===== src/rtl/rr_arb_mux_if.sv =====
`default_nettype none
// ============================================================================
// Module   : rr_arb_mux_if
// Purpose  : Bundles the N input valid/ready channels and the single merged
//            output channel of rr_arb_mux.
//            N = 2**SEL_BITS input channels.
// Signals  : in_data   [N-1:0][DATA_BITS-1:0]  per-channel data
//            in_valid  [N-1:0]                 per-channel valid
//            in_ready  [N-1:0]                 per-channel ready (one-hot or 0)
//            out_data  [DATA_BITS-1:0]         merged data
//            out_sel   [SEL_BITS-1:0]          source channel of out_data
//            out_valid                         merged valid
//            out_ready                         downstream ready
// Modports : master - drives inputs and consumes the output (producer/sink side)
//            slave  - the arbitrating multiplexer itself
// Revision : 1.0 - initial release
// ============================================================================
interface rr_arb_mux_if #(
    parameter int DATA_BITS = 8,
    parameter int SEL_BITS  = 2
);
    localparam int N = 2 ** SEL_BITS;

    logic [N-1:0][DATA_BITS-1:0] in_data;
    logic [N-1:0]                in_valid;
    logic [N-1:0]                in_ready;
    logic [DATA_BITS-1:0]        out_data;
    logic [SEL_BITS-1:0]         out_sel;
    logic                        out_valid;
    logic                        out_ready;

    modport master (
        output in_data,
        output in_valid,
        output out_ready,
        input  in_ready,
        input  out_data,
        input  out_sel,
        input  out_valid
    );

    modport slave (
        input  in_data,
        input  in_valid,
        input  out_ready,
        output in_ready,
        output out_data,
        output out_sel,
        output out_valid
    );
endinterface
`default_nettype wire


===== src/rtl/rr_arb_mux.sv =====
`default_nettype none
// ============================================================================
// Module   : rr_arb_mux
// Purpose  : Registered round-robin arbitrating multiplexer. Merges
//            N = 2**SEL_BITS valid/ready input channels onto one registered
//            output slot and tags every word with its source index so a
//            downstream demultiplexer can route responses back.
// Ports    : clk    - single clock, rising edge
//            rst_n  - asynchronous assert, active-low reset
//            bus    - rr_arb_mux_if.slave (in_data/in_valid/in_ready,
//                     out_data/out_sel/out_valid/out_ready)
// Revision : 1.0 - initial release
// ============================================================================
module rr_arb_mux #(
    parameter int DATA_BITS = 8,
    parameter int SEL_BITS  = 2
) (
    input  wire logic        clk,
    input  wire logic        rst_n,
    rr_arb_mux_if.slave      bus
);
    localparam int N = 2 ** SEL_BITS;

    // Output slot and arbitration pointer.
    logic [DATA_BITS-1:0] r_out_data;
    logic [SEL_BITS-1:0]  r_out_sel;
    logic                 r_out_valid;
    logic [SEL_BITS-1:0]  r_ptr;

    logic                 w_load;
    logic                 w_any;
    logic [SEL_BITS-1:0]  w_grant;
    logic [N-1:0]         w_ready;

    // The slot can take a word when it is empty or being drained this cycle,
    // which gives full throughput with a single register stage.
    assign w_load = ~r_out_valid | bus.out_ready;
    assign w_any  = |bus.in_valid;

    // Rotating priority search: start at r_ptr and walk upward modulo N.
    // The index arithmetic is SEL_BITS wide, so the wrap is free.
    always_comb begin : p_arb
        logic                found;
        logic [SEL_BITS-1:0] idx;
        w_grant = r_ptr;
        found   = 1'b0;
        idx     = r_ptr;
        for (int i = 0; i < N; i++) begin
            idx = r_ptr + SEL_BITS'(i);
            if (!found && bus.in_valid[idx]) begin
                w_grant = idx;
                found   = 1'b1;
            end
        end
    end

    // Only the granted channel sees ready, and only if it is actually valid
    // (w_any guarantees the search found a valid index).
    always_comb begin : p_ready
        w_ready = '0;
        if (w_load && w_any) begin
            w_ready[w_grant] = 1'b1;
        end
    end

    always_ff @(posedge clk or negedge rst_n) begin : p_slot
        if (!rst_n) begin
            r_out_data  <= '0;
            r_out_sel   <= '0;
            r_out_valid <= 1'b0;
            r_ptr       <= '0;
        end else if (w_load) begin
            if (w_any) begin
                r_out_data  <= bus.in_data[w_grant];
                r_out_sel   <= w_grant;
                r_out_valid <= 1'b1;
                r_ptr       <= w_grant + SEL_BITS'(1);
            end else begin
                // Slot drained with nothing to refill: data/sel keep their
                // last values, the pointer stays where it was.
                r_out_valid <= 1'b0;
            end
        end
    end

    assign bus.in_ready  = w_ready;
    assign bus.out_data  = r_out_data;
    assign bus.out_sel   = r_out_sel;
    assign bus.out_valid = r_out_valid;

endmodule
`default_nettype wire

===== src/flat_wrapper.sv =====
// flat-port wrapper written by rule: the top's interface ports become plain ports
module rr_arb_mux_flat 
#(
    parameter int DATA_BITS = 8,
    parameter int SEL_BITS  = 2
)
  (clk, rst_n, bus_in_data, bus_in_valid, bus_out_ready, bus_in_ready, bus_out_data, bus_out_sel, bus_out_valid);
  rr_arb_mux_if #(.DATA_BITS(DATA_BITS), .SEL_BITS(SEL_BITS)) bus_i ();
  input  wire logic clk;
  input  wire logic rst_n;
  input wire logic [$bits(bus_i.in_data)-1:0] bus_in_data;
  input wire logic [$bits(bus_i.in_valid)-1:0] bus_in_valid;
  input wire logic [$bits(bus_i.out_ready)-1:0] bus_out_ready;
  output wire logic [$bits(bus_i.in_ready)-1:0] bus_in_ready;
  output wire logic [$bits(bus_i.out_data)-1:0] bus_out_data;
  output wire logic [$bits(bus_i.out_sel)-1:0] bus_out_sel;
  output wire logic [$bits(bus_i.out_valid)-1:0] bus_out_valid;
  assign bus_i.in_data = bus_in_data;
  assign bus_i.in_valid = bus_in_valid;
  assign bus_i.out_ready = bus_out_ready;
  assign bus_in_ready = bus_i.in_ready;
  assign bus_out_data = bus_i.out_data;
  assign bus_out_sel = bus_i.out_sel;
  assign bus_out_valid = bus_i.out_valid;
  rr_arb_mux #(.DATA_BITS(DATA_BITS), .SEL_BITS(SEL_BITS)) u_core (.clk(clk), .rst_n(rst_n), .bus(bus_i));
endmodule

===== config.mk =====
export PLATFORM = sky130hd
export DESIGN_NAME = rr_arb_mux_flat
export DESIGN_NICKNAME = d
export VERILOG_FILES = /design/src/rtl/rr_arb_mux_if.sv /design/src/rtl/rr_arb_mux.sv /design/src/flat_wrapper.sv
export SDC_FILE = /design/constraint.sdc
export NUM_CORES = 1
export LEC_CHECK = 0
export BUFFER_PORTS_ARGS = -buffer_cell sky130_fd_sc_hd__buf_2
export CAP_MARGIN = 20
export CORE_AREA = 5 5 60 48
export CTS_BUF_LIST = sky130_fd_sc_hd__clkbuf_2
export DETAILED_ROUTE_END_ITERATION = 7
export DIE_AREA = 0 0 65 53
export PLACE_DENSITY = 0.79
export SYNTH_ARGS = -nofsm -noshare
export SYNTH_HDL_FRONTEND = slang
export SYNTH_SLANG_ARGS = --single-unit

===== constraint.sdc =====
create_clock -name clk -period 3.57 [get_ports clk]
set_input_delay 1.071 -clock clk [delete_from_list [all_inputs] [get_ports clk]]
set_output_delay 1.071 -clock clk [all_outputs]
set_load 0.02 [all_outputs]

Word-level counts from Yosys, hierarchy flattened
Index checks and enable logic that the tools add are counted.
- multiplexer cells: 20
- add/sub/neg operators: 4
- eq/ne operators: 0
- bitwise operators: 2
- reduce and logical (&&, ||, !) cells: 10
- order comparisons: 6
- div/mod/pow operators: 0
- shift-type cells: 0
- $mul: 0
- operators by type and width (cell ; number):
    8-bit binary-select mux with 2-bit select ; 1
    2-bit by 3-bit less-than comparator with 1-bit output (second input constant) ; 5
    1-bit two-way mux ; 9
    1-bit binary-select mux with 2-bit select ; 4
    8-bit two-way mux ; 1
    2-bit two-way mux ; 3
    1-bit logical AND ; 5
    2-bit by 1-bit adder with 2-bit output (second input constant) ; 2
    2-bit adder (second input constant) ; 2
    4-bit two-way mux ; 1
    4-bit OR reduction ; 1
    1-bit logical NOT ; 3
    1-bit demux with 2-bit select ; 1
    2-bit by 1-bit greater-or-equal comparator with 1-bit output (second input constant) ; 1
    2-bit AND reduction ; 1
    1-bit inverter ; 1
    1-bit OR ; 1
- register bits: 13
- bits of input ports: 39
- memory bits (writable): 0
- memories: 0
- ROM bits: 0
- latch bits: 0

Depth between registers and ports, before layout
- depth in word-level cells: 17
- depth in mapped cells: 7
- gate-level depth less buffers: 5

Worst setup path after synthesis
Ideal clock, no wire load.
- path type: input to output
- start point: input port bus_in_valid[3]
- end point: output port bus_in_ready[1]
- data arrival time: 2.311 ns
- slack: 0.188 ns
- stages on the path: 6
- cell sequence: buf_6 > or3_4 > and4b_1 > clkbuf_1 > nor2_1 > and3_1
- word-level cells in the longest chain between the ends: 17
- elaborated cells between the ends (all ways): 28
- those cells by class: order compare (2); mux (17); reduce/logical (9)
- ends and longest elaborated chain (what ; line ; RTL):
    start, declared ; flat_wrapper.sv:12 ; input wire logic [$bits(bus_i.in_valid)-1:0] bus_in_valid;
    1-bit binary-select mux with 2-bit select ; rr_arb_mux.sv:50 ; if (!found && bus.in_valid[idx]) begin
    1-bit two-way mux (not written as such) ; rr_arb_mux.sv:50 ;
    1-bit two-way mux ; rr_arb_mux.sv:50 ;
    1-bit logical NOT ; rr_arb_mux.sv:50 ;
    1-bit logical AND ; rr_arb_mux.sv:50 ;
    1-bit two-way mux ; rr_arb_mux.sv:50 ;
    1-bit logical NOT ; rr_arb_mux.sv:50 ;
    1-bit logical AND ; rr_arb_mux.sv:50 ;
    1-bit two-way mux ; rr_arb_mux.sv:50 ;
    1-bit logical NOT ; rr_arb_mux.sv:50 ;
    1-bit logical AND ; rr_arb_mux.sv:50 ;
    2-bit two-way mux ; rr_arb_mux.sv:50 ;
    2-bit by 3-bit less-than comparator with 1-bit output (not written as such) / 2-bit by 1-bit greater-or-equal comparator with 1-bit output (equally long branches) ; rr_arb_mux.sv:62 ; w_ready[w_grant] = 1'b1;
    1-bit logical AND (not written as such) ; rr_arb_mux.sv:62 ;
    1-bit two-way mux (not written as such) ; rr_arb_mux.sv:62 ;
    1-bit demux with 2-bit select ; -- ;
    4-bit two-way mux (*) ; rr_arb_mux.sv:61 ; if (w_load && w_any) begin
    end, declared ; flat_wrapper.sv:14 ; output wire logic [$bits(bus_i.in_ready)-1:0] bus_in_ready;
Mark *: on every way between the ends. The rest lies on a longest branch, timed or not. The select of a mux whose other input is x is not followed.

Worst setup path in the final report
Ends and elaborated chain as after synthesis.

==> metrics.txt <==
outcome=completed; I/O Buffers=53; asr flop ratio synth=100%; CP max FO=8; slew margin rel.=58.7%; vias per cell=5.50; Synth warnings=0; R2R depth=6; Initial DRT Pass Iterations=4; WP data arrival=2.29 ns; worst min path class=flop to flop; RSZ-0062 raised after global routing=no; Worst Hold Depth=1; sequential-to-total area share from yosys stat=34.1%; worst skew pair latency=0.27 ns; fin util=56.1%; EDFF count, synth=0; final-stage net count=190; Post-Syn Area=953 um^2; largest net degree at the start of global routing=22; Top FF cell, synth=dfrtp_1; dpl cells=171; Static Leakage=0.634 nW; Die Wd=65 um; Crit path top cell by count=buf_2; residual DRC count=0; Die Area=3450 um^2; FF+latch area=325 um^2; post-synthesis cell type count=32; cells after synthesis=97; clock tree sinks=13; Pins Over Slew Limit=0; total track usage=16.2%; non-filler cells, final=175; synth top area cells=dfrtp_1 (34%), mux2_4 (11%), a221o_1 (8.4%); CP max stage delay=0.39 ns; CP max stage cell=or3_4; most frequent cells after synthesis=dfrtp_1 (13), o21ai_0 (11), a211oi_1 (8), a221o_1 (8), nand3_1 (8); crit path launch type=input pin; Fin. Hold Viols=0; first-pass GRT wire length=4.28 mm; power density over the cells=621 nW/um^2; buffer count from post-CTS setup fixing=0; setup TNS=0 ns; clock tree buffer depth=2; crit path kind=input pin to primary output; Final Cycle Share=94.1%; Synth Register Bits=13; num ports=54; H-tree Lvls=1; Mapped Nets=136; HPWL after DPL=2.05 mm; worst-margin pin slew=0.620 ns; FILL cells=209; # resized after CTS=0; vias in the first global route=935; fmax=298 MHz; Placer Congestion=0.759; Avg Cell Area, Syn=9.83 um^2; final WL=2.63 mm; Detail Route Antenna Nets=0; share of layout cells above drive strength 1=50.0%; Die Y=53 um; CP required=2.50 ns; Area Growth Syn to Fin=31.4%; post-route minimum period=3.36 ns; CTS root buf=clkbuf_2; Hold Buf Count CTS=0; area of the multi-input gates=577 um^2; DRT iter0 DRCs=18; CTS tree=done; Critical Path Sink Type=primary output; Final Skew=0.00151 ns; GR Overflow Total=0; max-cap check violation count=0; row cnt=15; Core Region=2230 um^2; crit path cell chain=buf_2, or3_4, and4b_1, nor2_1, and3_1, buf_2; drt wl/cell=15.0 um; initial antenna violation count=0; vias after detailed routing=962; Initial Util=42.7%; maximum vdd ir drop=0.314 mV; Synth top area share=34.1%; Worst-path clk slew=0.13 ns; final setup vio count=0; Num CTS Buffers=3; most common cell in the synthesized netlist=dfrtp_1; area leader, netlist=dfrtp_1; antenna diode count=0
==> worst max-delay path: cells and delay by family <==
kind | cells | cell delay, ns
buffers and inverters | 2 | 0.30
and+or+nand+nor | 4 | 0.92
==> cell families (layout without fill, tap and decap cells) <==
family          Yosys count  count (layout)  synth area share [%]
flops                    13              13                  34.1
mux                       8               8                  12.2
compound gates           34              34                  26.4
buf+inv                   9              62                  5.38
simple gates             32              32                  21.0
xor+xnor                  1               1                 0.919
==> registers in the layout (all words and copies together), names as in the netlist <==
register and flops:
u_core.bus.out_valid 1, u_core.bus.out_data 8, u_core.bus.out_sel 2, u_core.r_ptr 2
==> cell type report <==
cell class	count	share of cell area (%)
multi-input cells	75	46.1
flip-flops and latches	13	26.0
inverters	1	0.300
well taps	25	2.50
repair buffers	57	23.6
clock buffers	4	1.60
==> final timing paths <==
check / startpoint / end / slack (ns)
setup / recovery: bus_in_valid[3] / bus_in_ready[1] / 0.21
min in group asynchronous: rst_n / u_core.bus.out_valid$_DFFE_PN0N_ / 0.66
max in group asynchronous: rst_n / u_core.r_ptr[0]$_DFFE_PN0P_ / 2.69
hold reg to reg: u_core.bus.out_sel[0]$_DFFE_PN0P_ / u_core.bus.out_sel[0]$_DFFE_PN0P_ / 0.49
setup reg to reg: u_core.r_ptr[1]$_DFFE_PN0P_ / u_core.bus.out_data[6]$_DFFE_PN0P_ / 1.50
hold / removal: u_core.bus.out_sel[0]$_DFFE_PN0P_ / u_core.bus.out_sel[0]$_DFFE_PN0P_ / 0.49
==> stage by stage <==
step	setup slack, ns	hold WS [ns]	area (um^2)	power [mW]
after global placement	0.223	0.458	1230	0.691
after global routing	0.118	0.530	1250	0.840
final	0.210	0.491	1250	0.778
after floorplan	0.188	0.495	953	0.569
after detailed placement	0.197	0.466	1230	0.700
after CTS	0.196	0.498	1250	0.782
==> metal layers <==
layer  wire length, um  share of wire (%)  global-route usage [%]
met5                 0                  0                       0
met4                 6               0.23                    1.05
met3               193                7.3                    6.37
met2              1310                 50                    26.7
met1              1120                 43                    20.9
==> cell usage in the layout (no fill, tap or decap), drive strengths merged <==
cell type  synthesis  final
o21ai             12     12
clkbuf             4      4
nand4b             1      1
nor2               5      5
a21o               2      2
inv                1      1
nor2b              2      2
or3                1      1
nor4               1      1
and4b              1      1
o21a               1      1
a21oi              1      1
nand3b             1      1
nand2b             2      2
and2b              1      1
dfrtp             13     13
and2               1      1
a221o              8      8
buf                4     57
o221a              1      1
xnor2              1      1
a2bb2oi            1      1
nand3              8      8
nand2              6      6
mux2               8      8
and3               2      2
a211oi             8      8
==> where the power goes <==
group / internal (mW) / leakage [nW] / switching [mW]
Combinational: 0.205 / 0.462 / 0.250
Sequential: 0.203 / 0.156 / 0.0411
Clock: 0.0297 / 0.0166 / 0.0492
Note: power is estimated with default switching activity, not from simulation.
